==> config.mk <==
export PLATFORM = sky130hd
export DESIGN_NAME = sensor_init_seq
export DESIGN_NICKNAME = d
export VERILOG_FILES = /design/src/rtl/sensor_init_pkg.sv /design/src/rtl/sensor_init_timer.sv /design/src/rtl/sensor_init_seq.sv
export SDC_FILE = /design/constraint.sdc
export NUM_CORES = 1
export LEC_CHECK = 0
export ABC_AREA = 1
export CAP_MARGIN = 20
export CORE_UTILIZATION = 37
export DETAILED_ROUTE_END_ITERATION = 10
export HOLD_SLACK_MARGIN = 0.15
export PLACE_DENSITY_LB_ADDON = 0.25
export SETUP_SLACK_MARGIN = 0.1
export SLEW_MARGIN = 30
export SYNTH_ARGS = -nofsm -noshare
export SYNTH_HDL_FRONTEND = slang
export SYNTH_SLANG_ARGS = --single-unit
==> constraint.sdc <==
create_clock -name clk -period 2.05 [get_ports clk]
set_input_delay 0.41 -clock clk [delete_from_list [all_inputs] [get_ports clk]]
set_output_delay 0.41 -clock clk [all_outputs]
set_load 0.005 [all_outputs]
==> src/rtl/sensor_init_pkg.sv <==
// Shared definitions for the sensor-init sequencer.
//   state_t    : sequencer FSM states
//   DELAY_REG  : register address used by delay commands (optional build)
//   END_MARKER : table word that ends the walk
package sensor_init_pkg;

  typedef enum logic [3:0] {
    S_IDLE,
    S_PWAIT,
    S_FETCH,
    S_LATCH,
    S_ISSUE,
    S_WAIT,
    S_NEXT,
    S_DLY,
    S_DONE,
    S_ERR
  } state_t;

  localparam logic [7:0]  DELAY_REG  = 8'hFF;
  // The end marker is the delay register carrying data 0xFF, so it can never be
  // mistaken for a delay command.
  localparam logic [15:0] END_MARKER = {DELAY_REG, 8'hFF};

endpackage

==> src/rtl/sensor_init_timer.sv <==
// Loadable down-counter used for the power-up wait and for ms delays.
//   clk, reset : clock, async active-high reset
//   load       : load load_val this cycle (wins over counting)
//   load_val   : start value; the counter then reaches zero load_val cycles later
//   zero       : counter is at zero (idle / expired)
module sensor_init_timer #(
  parameter int W = 8
) (
  input  logic         clk,
  input  logic         reset,
  input  logic         load,
  input  logic [W-1:0] load_val,
  output logic         zero
);

  logic [W-1:0] cnt;

  always_ff @(posedge clk or posedge reset) begin
    if (reset)            cnt <= '0;
    else if (load)        cnt <= load_val;
    else if (cnt != '0)   cnt <= cnt - 1'b1;
  end

  assign zero = (cnt == '0);

endmodule

==> src/rtl/sensor_init_seq.sv <==
// Sensor-init sequencer: walks a 512x16 pROM ({reg, data} per word) after start
// and issues one register write per entry to the SCCB master, retrying NACKs.
// Optional build macro SENSOR_INIT_DELAY_EN: entries with reg 0xFF (data != 0xFF)
// become delay commands of data*MS_CYCLES clocks instead of writes.
// Ports:
//   clk, reset            : clock, async active-high reset
//   start                 : pulse, starts from IDLE/DONE/ERR
//   rom_ad/rom_ce/rom_oce : pROM address, clock enable, output enable
//   rom_dout              : pROM word, valid one clock after rom_ce
//   req_valid/ready/addr/data : write request handshake to the master
//   xfer_done/xfer_nack   : completion pulse and its NACK qualifier
//   busy/done/error       : status; err_index = entry that exhausted retries
module sensor_init_seq
  import sensor_init_pkg::*;
#(
  parameter int ADDR_W      = 9,
  parameter int NUM_ENTRIES = 512,
  parameter int PWR_WAIT    = 1000000,
  parameter int MAX_RETRY   = 3,
  parameter int MS_CYCLES   = 50000
) (
  input  logic              clk,
  input  logic              reset,
  input  logic              start,
  output logic [ADDR_W-1:0] rom_ad,
  output logic              rom_ce,
  output logic              rom_oce,
  input  logic [15:0]       rom_dout,
  output logic              req_valid,
  input  logic              req_ready,
  output logic [7:0]        req_addr,
  output logic [7:0]        req_data,
  input  logic              xfer_done,
  input  logic              xfer_nack,
  output logic              busy,
  output logic              done,
  output logic              error,
  output logic [ADDR_W-1:0] err_index
);

`ifdef SENSOR_INIT_DELAY_EN
  localparam int DLY_MAX = 255 * MS_CYCLES;
  localparam int TW = $clog2(((PWR_WAIT > DLY_MAX) ? PWR_WAIT : DLY_MAX) + 1);
`else
  localparam int TW = $clog2(PWR_WAIT + 1);
`endif
  localparam int RW = $clog2(MAX_RETRY + 2);
  localparam logic [ADDR_W-1:0] LAST = ADDR_W'(NUM_ENTRIES - 1);

  // Elaborates nothing for legal parameters.
  if (PWR_WAIT < 1 || MS_CYCLES < 1) begin : g_param_out_of_range
  end

  state_t          state, nxt;
  logic [ADDR_W-1:0] idx;
  logic [RW-1:0]   retry;
  logic            tmr_load, tmr_zero;
  logic [TW-1:0]   tmr_val;

  sensor_init_timer #(.W(TW)) u_timer (
    .clk      (clk),
    .reset    (reset),
    .load     (tmr_load),
    .load_val (tmr_val),
    .zero     (tmr_zero)
  );

  always_ff @(posedge clk or posedge reset) begin
    if (reset) state <= S_IDLE;
    else       state <= nxt;
  end

  always_comb begin
    nxt      = state;
    tmr_load = 1'b0;
    tmr_val  = '0;
    case (state)
      S_IDLE, S_DONE, S_ERR: if (start) begin
        nxt      = S_PWAIT;
        tmr_load = 1'b1;
        tmr_val  = TW'(PWR_WAIT - 1);   // PWAIT lasts counts N-1..0 = N cycles
      end
      S_PWAIT: if (tmr_zero) nxt = S_FETCH;
      S_FETCH: nxt = S_LATCH;
      S_LATCH: begin
        if (rom_dout == END_MARKER) nxt = S_DONE;
`ifdef SENSOR_INIT_DELAY_EN
        else if (rom_dout[15:8] == DELAY_REG) begin
          if (rom_dout[7:0] == 8'd0) nxt = S_NEXT;
          else begin
            nxt      = S_DLY;
            tmr_load = 1'b1;
            tmr_val  = TW'(int'(rom_dout[7:0]) * MS_CYCLES - 1);
          end
        end
`endif
        else nxt = S_ISSUE;
      end
      S_ISSUE: if (req_ready) nxt = S_WAIT;
      S_WAIT: if (xfer_done) begin
        if (!xfer_nack)                  nxt = S_NEXT;
        else if (retry < RW'(MAX_RETRY)) nxt = S_ISSUE;
        else                             nxt = S_ERR;
      end
      S_NEXT: nxt = (idx == LAST) ? S_DONE : S_FETCH;
`ifdef SENSOR_INIT_DELAY_EN
      S_DLY: if (tmr_zero) nxt = S_NEXT;
`endif
      default: nxt = S_IDLE;
    endcase
  end

  always_ff @(posedge clk or posedge reset) begin
    if (reset) begin
      idx       <= '0;
      retry     <= '0;
      req_addr  <= '0;
      req_data  <= '0;
      err_index <= '0;
    end else begin
      case (state)
        S_IDLE, S_DONE, S_ERR: if (start) begin
          idx   <= '0;
          retry <= '0;
        end
        S_LATCH: begin
          req_addr <= rom_dout[15:8];
          req_data <= rom_dout[7:0];
        end
        S_WAIT: if (xfer_done && xfer_nack) begin
          if (retry < RW'(MAX_RETRY)) retry <= retry + 1'b1;
          else                        err_index <= idx;
        end
        S_NEXT: begin
          retry <= '0;
          if (idx != LAST) idx <= idx + 1'b1;   // stop at the last entry, no wrap
        end
        default: ;
      endcase
    end
  end

  assign rom_ad    = idx;
  assign rom_ce    = (state == S_FETCH);
  assign rom_oce   = 1'b1;
  assign req_valid = (state == S_ISSUE);
  assign busy      = !(state inside {S_IDLE, S_DONE, S_ERR});
  assign done      = (state == S_DONE);
  assign error     = (state == S_ERR);

endmodule
== Word-level counts from Yosys, hierarchy flattened ==
Cells that the tools add are included.

* Register bits after elaboration: 61
* Input port bits: 22
* Output and inout bits: 40
* Logic and storage cells: 66

* Add/sub/neg operators: 3
* Order comparisons: 1
* Equal/unequal tests: 18
* Mux-type cells: 22
* Bitwise gates (word level): 1
* Reduce and logical (&&, ||, !) cells: 14

{| class="wikitable"
|+ Operators with widths
! kind !! number
|-
| two-way mux 20 bit || 4
|-
| two-way mux 4 bit || 8
|-
| one-hot mux 4 bit (7 select lines) || 1
|-
| logical NOT 20 bit || 1
|-
| nonzero test 20 bit || 1
|-
| subtractor 20 x 1 -> 20 bit, second input constant || 1
|-
| two-way mux 9 bit || 2
|-
| one-hot mux 9 bit (2 select lines) || 1
|-
| equality test 16 bit, second input constant || 1
|-
| equality test 4 x 3 -> 1 bit, second input constant || 3
|-
| != test 2 bit, second input constant || 6
|-
| adder 9 x 1 -> 9 bit, second input constant || 1
|-
| equality test 9 bit, second input constant || 1
|-
| two-way mux 3 bit || 3
|-
| != test 9 bit, second input constant || 1
|-
| one-hot mux 3 bit (3 select lines) || 1
|-
| equality test 4 x 2 -> 1 bit, second input constant || 2
|-
| equality test 4 bit, second input constant || 2
|-
| AND reduction 4 bit || 2
|-
| AND reduction 3 bit || 2
|-
| nonzero test 3 bit || 2
|-
| equality test 4 x 1 -> 1 bit, second input constant || 1
|-
| logical NOT 4 bit || 1
|-
| nonzero test 2 bit || 2
|-
| other kinds (8) || 9
|}

== Logic depth before layout (Yosys ltp) ==
* Depth in word-level cells: 5
* Gate-level depth with buffers: 10
* Mapped depth without buffers: 10

== By module ==
From an unflattened synthesis, not the netlist that was laid out.

* Cell total of the unflattened synthesis: 459
* Area, all modules: 3519.6 um2

{| class="wikitable"
|+ By module, submodules not included
! module !! instances !! cells an instance !! area an instance (um2) !! seq. area each (um2)
|-
| sensor_init_seq || 1 || 276 || 2130.8 || 1026.0
|-
| sensor_init_timer || 1 || 183 || 1388.8 || 500.5
|}

== Worst setup path after synthesis ==
No wires, ideal clock.

* Path kind: register to register
* Start: register idx[0] (netlist: rom_ad[0])
* End: register idx[0] (netlist: rom_ad[0])
* Setup time: 127 ps
* Data arrival time: 1541 ps
* Required time: 1923 ps
* Slack: 382 ps
* Cell stages (with the launch flop): 11
* Path buffers: 1
* Clock period less this slack: 1668 ps
* Cell sequence: dfrtp_1 ha_1 inv_1 nor4_1 ha_1 inv_1 nor2_4 nor2_4 buf_6 nand3_1 o21ai_0

* Cells in the longest elaborated chain, start to end: 3
* Elaborated cells between the ends (all ways): 6
* Classes of those cells: 1 x add/sub; 2 x eq/ne; 2 x mux; 1 x reduce/logical

{| class="wikitable"
|+ Ends and longest elaborated chain
! what !! RTL line !! source
|-
| start, declared || sensor_init_seq.sv:55 || <nowiki>logic [ADDR_W-1:0] idx;</nowiki>
|-
| start signal, assigned || sensor_init_seq.sv:136 || <nowiki>if (idx != LAST) idx <= idx + 1'b1;</nowiki>
|-
| adder 9 x 1 -> 9 bit / != test 9 bit (equally long branches) || sensor_init_seq.sv:136 ||
|-
| two-way mux 9 bit / != test 2 bit (equally long branches) || - ||
|-
| one-hot mux 9 bit (2 select lines) / AND reduction 3 bit (equally long branches) || - ||
|}

Several ways; a longest one is shown, not always the timed one. The select of a mux whose other input is x is not followed.
A chain may end at the register's enable or synchronous reset.

== Worst setup path after layout ==
* Start: register state[2]
* End: output done

* Cells in the longest elaborated chain, start to end: 1

{| class="wikitable"
|+ Ends and longest elaborated chain
! what !! RTL line !! source
|-
| start, declared || sensor_init_seq.sv:54 || <nowiki>state_t state, nxt;</nowiki>
|-
| start signal, assigned || sensor_init_seq.sv:70 || <nowiki>else state <= nxt;</nowiki>
|-
| equality test 4 bit || sensor_init_seq.sv:148 || <nowiki>assign done = (state == S_DONE);</nowiki>
|-
| end, declared || sensor_init_seq.sv:36 || <nowiki>output logic done,</nowiki>
|}

No other way between the ends.

==> summary.txt <==
status - completed
post-DP HPWL - 5.787 mm
CTS root buffer - clkbuf_8
TritonCTS Buffers - 9
# IOs - 62
Initial Util - 38.26%
mapped cell area - 3337 µm²
Clk pin slew, worst setup/hold paths - 70 ps
final cycle utilization of the critical path - 92.09%
Clock Skew - 11.30 ps
Synth top area share - 45.74%
total negative slack - 0 ps
Core Rows - 34
1st-pass router iterations - 4
initial antenna violation count - 0
Die ar. - 9402 µm²
top_reg_cell synth - dfrtp_1
area leader, netlist - dfrtp_1
Final setup viols - 0
dpl ws - 198.4 ps
HP Class - primary input to asynchronous set/reset pin
Synth area leaders - dfrtp_1 46%, nand2_1 15%, nand3_1 6.6%, nor2_1 6.1%, inv_1 4.9%
post-synthesis sequential area ratio - 45.74%
Iter 0 DRT Violations - 118
multi-input logic area - 1634 µm²
CTS H-Tree Depth - 3
clock sinks - 61
port buffer count - 60
minimum hold slack - 358.0 ps
R2R Path Start - state[3]$_DFFE_PP0P_
core area - 8721 µm²
fin nets - 543
die width - 96.97 µm
Avg Cell Area, Syn - 7.619 µm²
Syn Inst Count - 438
Cell variety after synth - 34
Post-synth EDFFs - 0
worst skew pair latency - 340 ps
# Max-Cap Violations - 0
Leak - 2.116 nW
vias in the first global route - 3054
min cycle time layout - 1888 ps
maximum VDD drop - 566.5 µV
grt ovf - 0
layout cells sized above 1 - 14.59%
Total Wirelength - 7.880 mm
TritonCTS clock tree - done
Critical Path RT - 1640 ps
synth warn - 0
n_diodes - 0
GRT Total Usage - 17.90%
Setup crit start - state[2]$_DFFE_PP0P_
vias per cell - 4.874
FFs w/ async S/R, synth - 100.0%
RePlAce Congestion - 0.9111
Max Buffers Root-to-Sink - 2
largest net degree at the start of global routing - 32
Crit. End Element - output pin
Final Core Density - 50.80%
CTS Hold Bufs - 0
CP arrival - 1480 ps
Worst Path Max Fanout - 4
fmax - 529.7 MHz
synthesis-stage register bit count - 61
wire per inst - 12.53 µm
Pwr Density - 993.8 nW/µm²
RSZ-0062 raised after global routing - false
Routed Antenna Nets - 0
Syn-to-layout area delta - 32.77%
Die Y - 96.97 µm
residual DRC count - 0
Pins Over Slew Limit - 0
Mapped Nets - 465
FF/Latch Area - 1531 µm²
Fin. Hold Viols - 0
crit path launch type - flop
Vias - 3066
Final Worst Setup Slack - 162.2 ps
first-pass GRT wire length - 13.70 mm
Layout fillers - 839
critical path class - flop to output pin
## layer usage
metal	GRT usage [%]	vias to the layer above	wire (µm)
li1	-	1560	-
met1	23.90	1440	3754
met2	28.06	55	3741
met3	3.974	11	265
met4	7.463	0	119
met5	0	-	0
## placed cells by master, fill, tap and decap left out, drive strengths merged, types with 3 or more instances in the layout
cell / n
inv: 47
nor3: 4
ha: 5
o21ai: 30
buf: 14
or2: 3
nand3b: 4
clkdlybuf4s50: 55
dlymetal6s2s: 3
dfrtp: 61
clkinv: 3
nand4: 8
clkbuf: 10
nor2: 60
nand2: 142
nand3: 47
xor2: 4
a21oi: 6
## Yosys cell counts (2+ instances only)
cell / count
ha_1: 5
nand3_1: 44
nand2_2: 4
o21ai_2: 9
nor2_4: 4
nor2_1: 54
nand4_1: 8
a21o_1: 2
xor2_1: 4
nor3_1: 3
inv_1: 44
o211ai_1: 2
a21oi_1: 6
buf_6: 3
o21ai_1: 4
nor4_1: 2
dfrtp_1: 61
nand2_1: 137
buf_2: 2
nor2_2: 2
nand3_2: 2
or2_2: 3
inv_2: 3
nand3b_1: 4
o21ai_0: 17
## sequential cells by signal, indices dropped and copies added (netlist names)
signal,flops
rom_ad,9
retry,3
req_addr,8
u_timer.cnt,20
req_data,8
state,4
err_index,9
## cells by family after synthesis
group | count (synthesis) | synth area share [%]
compound gates | 41 | 7.537
flops | 61 | 45.74
simple gates | 271 | 36.48
fa+ha+maj | 5 | 1.875
buf+inv | 54 | 6.937
xor+xnor | 5 | 1.312
other cells | 1 | 0.1124
## power by group
part           leakage, nW  switching (mW)  internal (mW)
clock network        0.112           0.495          0.715
registers            0.760           0.190           1.45
logic                 1.24           0.834          0.718
total                 2.12            1.52           2.88
## per-stage QoR
| stage | cells | total power, mW | area, µm² |
|---|---|---|---|
| after floorplan | 438 | 2.464 | 3337 |
| after global placement | 606 | 3.056 | 4083 |
| after detailed placement | 606 | 3.078 | 4083 |
| after CTS | 625 | 4.357 | 4340 |
| after global routing | 629 | 4.698 | 4431 |
| final | 629 | 4.403 | 4431 |
## path summary, 6_finish.rpt
kind / endpoint / slack (ps) / cells past startpoint
min in group clk: req_data[5]$_DFFE_PP0P_ / 480 / 2
hold reg to reg: req_data[5]$_DFFE_PP0P_ / 480 / 2
setup reg to reg: rom_ad[6]$_DFFE_PP0P_ / 250 / 10
max in group asynchronous: u_timer.cnt[16]$_DFFE_PP0P_ / 1210 / 3
hold / removal: req_data[1]$_DFFE_PP0P_ / 360 / 2
setup / recovery: done / 160 / 3
## critical path: stages, from the launching register on
cell             delay, ps
dfrtp_2                470
buf_4                  170
nor4_2                 250
clkdlybuf4s15_1        250
## final cells by class
class                           instances  area share (%)
Multi-Input combinational cell        323           36.88
Sequential cell                        61           34.57
Timing Repair Buffer                   74           16.35
Inverter                               47           4.095
Clock buffer                           10           3.106
Tap cell                              108           3.050
Clock inverter                          6           1.949
## repair_timing
item                                    CTS  global route
buffers inserted                          3             4
pin swaps                                 0             3
endpoints found under the setup margin    5            10
endpoints found under the hold margin     0             0
gates resized for setup                  10            17
Note: power is estimated with default switching activity, not from simulation.
==> edit: new RTL, same flow settings <==
`ADDR_W`: 9 -> 10.
--- a/src/rtl/sensor_init_seq.sv
+++ b/src/rtl/sensor_init_seq.sv
@@ -13,7 +13,7 @@
 module sensor_init_seq
   import sensor_init_pkg::*;
 #(
-  parameter int ADDR_W      = 9,
+  parameter int ADDR_W      = 10,
   parameter int NUM_ENTRIES = 512,
   parameter int PWR_WAIT    = 1000000,
   parameter int MAX_RETRY   = 3,
Interface: changed (resized err_index and rom_ad); port bits go from 62 to 64. The function was not compared with the original's and may differ.
==> edit against the unedited design <==
- total power fell by 0.81%
- highest routed layer unchanged
- sequential cell count is 2 higher
- worst setup slack improved by 40 ps
- final cell count is 5.2% higher
- worst hold slack better by 120 ps
- wire length is 9.6% higher
- global-route usage grew 0.93 points
- sequential share of layout area is 0.61 points higher
- combinational power rose by 5%
- synthesized area is 3.8% higher
- final area increased by 1.3%
==> edit: results (changes against the unedited design) <==
worst_setup_path:
  critical_path.max_fanout: 6  # +2
  arrival_ps: 1440  # -40 ps
  rr_startpoint: "state[1]$_DFFE_PP0P_"
  cp-endpoint: "busy"
  timing.rr.end: "rom_ad[5]$_DFFE_PP0P_"
  ff2ff_setup_slack_ps: 280  # +30 ps
run_status:
  outcome: "finished, final reports clean"
synth:
  synth_seq_area_share: 0.455  # -0.00224
  synth_area_per_cell_sq_um: 7.37  # -3.3%
  syn_nets: 496  # +6.7%
  synth_area_leaders: "dfrtp_1 46%, nand2_1 17%, nor2_1 6.6%"
  synth.distinct_cells: 33  # -2.9%
  synth_common_cells: "155 x nand2_1, 63 x dfrtp_1, 61 x nor2_1, 44 x inv_1, 38 x nand3_1"
drt:
  vias: 3261  # +6.4%
  wl_met2_um: 4100  # +9.7%
  routed_wl_um: 8640  # +9.6%
  met3_length_um: 378  # +43%
  first_iter_violations: 170  # +44%
  wl_met1_um: 4030  # +7.4%
  post_drt_via_cell_ratio: 4.93  # +1.1%
placed_design:
  place.gp.congestion: 0.899  # -1.4%
  io_buffers: 62  # +3.3%
  place_inst: 640  # +5.6%
  hpwl_um: 6330  # +9.3%
  placedInstanceArea_sq_um: 4230  # +3.7%
clock_network:
  postCtsResizedCells: 11  # +1
  post_cts_buffers: 6  # +3
power_and_ir_drop:
  p_comb_frac: 0.372  # +0.019
  ir_drop_v: 0.000653  # +15%
  power_frac_seq: 0.380  # +0.008
  sw_frac_of_total: 0.362  # +0.0167
  p_switching_mw: 1.58  # +4.0%
global_routing:
  grt_pass1_wl_um: 14500  # +6.1%
  grt_pass1_vias: 3035  # -0.62%
  grt_use_total: 0.188  # +0.00933
  grt_max_degree: 64  # +100%
hold_path:
  hp-class: "flip-flop to flip-flop"
final_layout:
  layout-drive-gt1-share: 0.119  # -0.0267
timing:
  max_clock_freq_mhz: 541  # +2.2%
  timing.hold.ws_ps: 474  # +116 ps
  fin_skew_ps: 13.5  # +2.20 ps
-- edit: cells by family after synthesis --
| kind of cell | Yosys count | synth area share |
|---|---|---|
| simple gates | 289 | 0.365 |
| xor+xnor | 6 | 0.0152 |
| compound gates | 47 | 0.0744 |
| flops | 63 | 0.455 |
| buf+inv | 60 | 0.0744 |
| other cells | 1 | 0.00108 |
| fa+ha+maj | 4 | 0.0145 |
-- edit: cell type report --
cell class	instances	area, sq um
clock inverter	7	71.3
multi-input combinational	347	1650
inverter	52	199
timing repair buffer	76	732
sequential	63	1580
clock buffer	9	124
fill	878	4400
tap	108	135
-- edit: worst max-delay path: stages (launching register included) --
cell           delay [ps]
dfrtp_2               460
buf_4                 160
inv_2                  80
nand3_1               110
dlygate4sd2_1         290
-- edit: routing by layer --
metal,GRT usage,up-vias
li1,-,1646
met1,0.251,1543
met2,0.300,60
met3,0.0461,12
met4,0.0654,0
met5,0,-
